File: src/rtl/pal_macrocell_array.sv
// PAL core: AND plane, OR plane and per-output macrocell,
// configured through a serially loaded, valid-qualified bitstream.
module pal_macrocell_array #(
  parameter int NUM_INPUTS  = 8,
  parameter int NUM_TERMS   = 11,
  parameter int NUM_OUTPUTS = 5
) (
  input  logic                   clk,
  input  logic                   rst,
  input  logic                   cfg_valid,
  input  logic                   cfg_data,
  input  logic                   cfg_restart,
  output logic                   cfg_done,
  output logic [$clog2(2*NUM_INPUTS*NUM_TERMS+NUM_TERMS*NUM_OUTPUTS
                       +2*NUM_OUTPUTS+1)-1:0] cfg_count,
  input  logic                   enable,
  input  logic [NUM_INPUTS-1:0]  pal_in,
  output logic [NUM_OUTPUTS-1:0] pal_out
);

  localparam int AND_LEN = 2*NUM_INPUTS*NUM_TERMS;
  localparam int OR_LEN  = NUM_TERMS*NUM_OUTPUTS;
  localparam int MC_LEN  = 2*NUM_OUTPUTS;
  localparam int CFG_LEN = AND_LEN + OR_LEN + MC_LEN;
  localparam int CW      = $clog2(CFG_LEN+1);
  localparam int RW      = 2*NUM_INPUTS;

  typedef enum logic {LOAD, DONE} state_t;

  state_t state, state_nx;

  logic [CFG_LEN-1:0]     cfg;
  logic [CW-1:0]          count;
  logic                   accept;
  logic                   last_bit;
  logic                   active;
  logic [RW-1:0]          lit;
  logic [NUM_TERMS-1:0]   term;
  logic [NUM_OUTPUTS-1:0] sum;
  logic [NUM_OUTPUTS-1:0] mc;
  logic [1:0]             mode [NUM_OUTPUTS];

  assign accept   = (state == LOAD) && cfg_valid && !cfg_restart;
  assign last_bit = (count == CW'(CFG_LEN-1));

  always_ff @(posedge clk) begin
    if (rst) state <= LOAD;
    else     state <= state_nx;
  end

  always_comb begin
    state_nx = state;
    unique case (state)
      LOAD: if (accept && last_bit) state_nx = DONE;
      DONE: if (cfg_restart)        state_nx = LOAD;
      default:                      state_nx = LOAD;
    endcase
  end

  always_comb begin
    cfg_done = (state == DONE);
    active   = (state == DONE) && enable;
  end

  // Right shift: after CFG_LEN accepted bits, bit k sits in cfg[k].
  always_ff @(posedge clk) begin
    if (rst || cfg_restart) begin
      cfg   <= '0;
      count <= '0;
    end else if (accept) begin
      cfg   <= {cfg_data, cfg[CFG_LEN-1:1]};
      count <= count + 1'b1;
    end
  end

  assign cfg_count = count;

  always_comb begin
    for (int i = 0; i < NUM_INPUTS; i++) begin
      lit[2*i]   = pal_in[i];
      lit[2*i+1] = ~pal_in[i];
    end
  end

  // An empty row is forced low; i and ~i together can never match.
  for (genvar t = 0; t < NUM_TERMS; t++) begin : g_term
    logic [RW-1:0] row;
    assign row     = cfg[RW*t +: RW];
    assign term[t] = (|row) && (&(~row | lit));
  end

  for (genvar o = 0; o < NUM_OUTPUTS; o++) begin : g_out
    assign sum[o]  = |(term & cfg[AND_LEN+NUM_TERMS*o +: NUM_TERMS]);
    assign mode[o] = cfg[AND_LEN+OR_LEN+2*o +: 2];
  end

  always_ff @(posedge clk) begin
    if (rst || cfg_restart) begin
      mc <= '0;
    end else if (active) begin
      for (int o = 0; o < NUM_OUTPUTS; o++) begin
        unique case (mode[o])
          2'b01:   mc[o] <= sum[o];
          2'b10:   mc[o] <= mc[o] ^ sum[o];
          default: mc[o] <= 1'b0;
        endcase
      end
    end
  end

  always_comb begin
    pal_out = '0;
    if (active) begin
      for (int o = 0; o < NUM_OUTPUTS; o++) begin
        unique case (mode[o])
          2'b00:   pal_out[o] = sum[o];
          2'b11:   pal_out[o] = ~sum[o];
          default: pal_out[o] = mc[o];
        endcase
      end
    end
  end

endmodule
File: config.mk
export PLATFORM = sky130hd
export DESIGN_NAME = pal_macrocell_array
export DESIGN_NICKNAME = d
export VERILOG_FILES = /design/src/rtl/pal_macrocell_array.sv
export SDC_FILE = /design/constraint.sdc
export NUM_CORES = 1
export LEC_CHECK = 0
export ABC_AREA = 0
export CORE_ASPECT_RATIO = 0.5
export CORE_MARGIN = 1
export CORE_UTILIZATION = 62
export CTS_CLUSTER_DIAMETER = 60
export DETAILED_ROUTE_END_ITERATION = 8
export PLACE_DENSITY = 0.83
export SYNTH_ARGS = -nofsm -noshare
export SYNTH_HDL_FRONTEND = slang
export SYNTH_SLANG_ARGS = --single-unit
File: constraint.sdc
create_clock -name clk -period 4.2 [get_ports clk]
set_input_delay 1.26 -clock clk [delete_from_list [all_inputs] [get_ports clk]]
set_output_delay 1.26 -clock clk [all_outputs]
set_load 0.05 [all_outputs]
==> summary.md <==
| Metric | Value |
|---|---|
| Crit-path max FO | `5` |
| Die H | `97.79 um` |
| Worst-skew pair later-pin latency | `530 ps` |
| Max Root-Sink Buffers | `3` |
| I/O pins | `28` |
| Cell count after synthesis | `1415` |
| Initial Utilization | `64.44%` |
| Row Count | `34` |
| Post-synth top area share | `44.87%` |
| Area growth from synthesis to layout | `22.26%` |
| Final period util | `118.2%` |
| Placed Cells | `1613` |
| Drt pass-1 iters | `9` |
| Nets | `1480` |
| CTS tree | `done` |
| Final Util | `78.79%` |
| Placer Congestion | `0.9759` |
| # setup viols final | `5` |
| Final Hold Viols | `0` |
| Core area | `0.01765 mm2` |
| H-Tree Depth | `1` |
| Slew HR | `37.19%` |
| Reg2reg start | `cfg[104]` |
| CP arrival | `3700 ps` |
| CTS Buf Count | `23` |
| Peak supply drop | `0.2861 mV` |
| Die area | `0.01893 mm2` |
| Crit path kind | `in -> out` |
| Tmin final | `4964 ps` |
| Status | `finished with violations` |
| Top FF cell, synth | `dfxtp_1` |
| Slowest cell on the critical path | `mux2i_1` |
| Vias | `11300` |
| Initial antenna violation count | `0` |
| Worst hold path class | `reg -> reg` |
| Yosys cell types | `42` |
| CTS clk-pin slew, worst paths | `70 ps` |
| Max incr delay on CP | `580 ps` |
| DRT antenna net count | `0` |
| Worst-margin pin slew | `942.2 ps` |
| Port Buffer Count | `27` |
| Average vias per placed instance | `6.668` |
| Post-detail-place hpwl | `18790 um` |
| Clock Tree Root | `clkbuf_16` |
| Sink Count | `255` |
| Number of antenna diodes | `0` |
| CP endpoint kind | `output port` |
| Initial DRC count | `1941` |
| Seq cells post-synth | `255` |
| PD cells | `354.5 mW/mm2` |
| Area of the mapped netlist | `0.01138 mm2` |
| Final WL | `36800 um` |
| Skew final | `25.81 ps` |
| Ys async rst share | `0%` |
| Maximum clock rate | `201.5 MHz` |
| Grt ovf | `0` |
| Worst path required time | `2940 ps` |
| Dominant cell type by area after synthesis | `dfxtp_1` |
| Total GRT Usage | `34.83%` |
| Failing checks | `design-rule violations, negative setup slack` |
| Worst-path cell chain | `buf_6, buf_16, mux2i_1, nand4_1, buf_4, nor4b_4, a2111oi_4, and3_4, nand2b_4, a221oi_4, buf_12` |
| Die Wd | `193.6 um` |
| Mean Syn Cell Area | `8.040 um2` |
| Setup crit start kind | `input pin` |
| Synthesized Nets | `1451` |
| Largest net degree at the start of global routing | `194` |
| Vias in the first global route | `10400` |
| Non-Filler Instances | `1694` |
| Number of remaining DRC errors | `43` |
| Max_cap viols | `0` |
| Largest cells by area after synthesis | `dfxtp_1 (45%), nand2_1 (16%), a21oi_1 (11%), mux2i_1 (8.1%), nor4_1 (2.5%)` |
| Unrepaired setup endpoints after global routing | `true` |
| First-pass GRT wire length | `53580 um` |
| Hold_buf cts | `0` |
| Min-delay src | `cfg[80]` |
| Register area share after synthesis | `44.87%` |
| Leakage | `4.455 nW` |
| Yosys warnings | `0` |
| Slew Viols, Final | `0` |
| PnR worst setup slack | `-763.8 ps` |
| Share of layout cells above drive strength 1 | `14.59%` |
| Setup crit start | `pal_in[4]` |
| DR WL/cell | `21.72 um` |
| Post-synth EDFFs | `0` |
## critical path, delay by kind of cell
kind,cells,cell delay [ps]
compound gates,2,340
simple gates,4,890
buf+inv,4,620
mux,1,580
## flip-flops by register name, summed over array words and instances (netlist names)
register	cells
cfg	241
cfg_count	8
cfg_done	1
mc	5
## logic make-up (layout without fill, tap and decap cells)
logic type,count (synthesis),count (layout),synth area share [%]
simple gates,654,654,26.99
compound gates,278,278,13.08
flops,255,255,44.87
buf+inv,108,153,4.091
mux,92,92,8.094
fa+ha+maj,22,22,2.419
xor+xnor,6,6,0.4619
## final cells by class
cell class / instances / area [um2]
Fill cell: 1006 / 3745
Timing Repair Buffer: 94 / 1192
Sequential cell: 255 / 5105
Tap cell: 234 / 292.8
Inverter: 18 / 67.56
Clock buffer: 30 / 651.9
Multi-Input combinational cell: 1052 / 6464
Clock inverter: 11 / 136.4
## synthesized netlist by cell type (6+ instances only)
| cell | instances |
|---|---|
| buf_1 | 9 |
| nor2_1 | 10 |
| inv_1 | 18 |
| a21oi_1 | 249 |
| nand3_1 | 6 |
| mux2i_1 | 92 |
| dfxtp_1 | 255 |
| nor4_1 | 45 |
| nor4b_1 | 29 |
| and4_1 | 8 |
| nand4_1 | 20 |
| clkbuf_1 | 73 |
| nor3_1 | 8 |
| buf_6 | 8 |
| nand2_1 | 496 |
| ha_1 | 22 |
## layout by cell type (no fill, tap or decap), drive strengths merged, types with 5 or more instances in the layout
cell type	n
a2111oi	7
a21oi	249
a222oi	5
and4	11
buf	79
clkbuf	30
clkdlybuf4s50	14
clkinv	6
dfxtp	255
ha	22
inv	19
mux2i	92
nand2	496
nand3	6
nand4	28
nor2	10
nor3	11
nor4	47
nor4b	34
o21ai	6
## metal layers
| metal | global-route usage (%) | up-vias | part of all wire [%] |
|---|---|---|---|
| li1 | - | 4940 | - |
| met1 | 44.41 | 5214 | 37 |
| met2 | 56.96 | 864 | 43 |
| met3 | 7.841 | 278 | 13 |
| met4 | 15.88 | 0 | 7.4 |
| met5 | 0 | - | 0 |
## path summary, 6_finish.rpt
path	to	slack [ps]	cells after the start
setup / recovery	pal_out[1]	-760	11
hold / removal	cfg[79]	480	2
setup reg to reg	mc[4]	1250	9
hold reg to reg	cfg[79]	480	2
## what timing repair did
| item | CTS | global route |
|---|---|---|
| setup buffers | 25 | 12 |
| setup endpoints to repair | 5 | 5 |
| gates resized for setup | 147 | 30 |
| pin swaps | 46 | 18 |
| gates cloned | 5 | 0 |
## stage by stage
stage                     cell area, um2  setup WS, ps  hold slack (ps)  TNS [ps]  power, W
after floorplan                    11400        -87.75            440.2    -87.75  0.002611
after global placement             11970        -833.3            450.6     -3984  0.002675
after detailed placement           11970        -912.3            455.9     -4232  0.002678
after CTS                          13640        -295.7            465.5     -1353  0.004871
after global routing               13910        -779.5            490.2     -3583  0.005023
final                              13910        -763.8            480.2     -3566  0.004931
## where the power goes
group          switching [W]  internal, W
logic               0.000168    0.0000835
registers         0.00000108      0.00242
clock network       0.000980      0.00128
No activity file was read; power rests on OpenSTA's default activity.
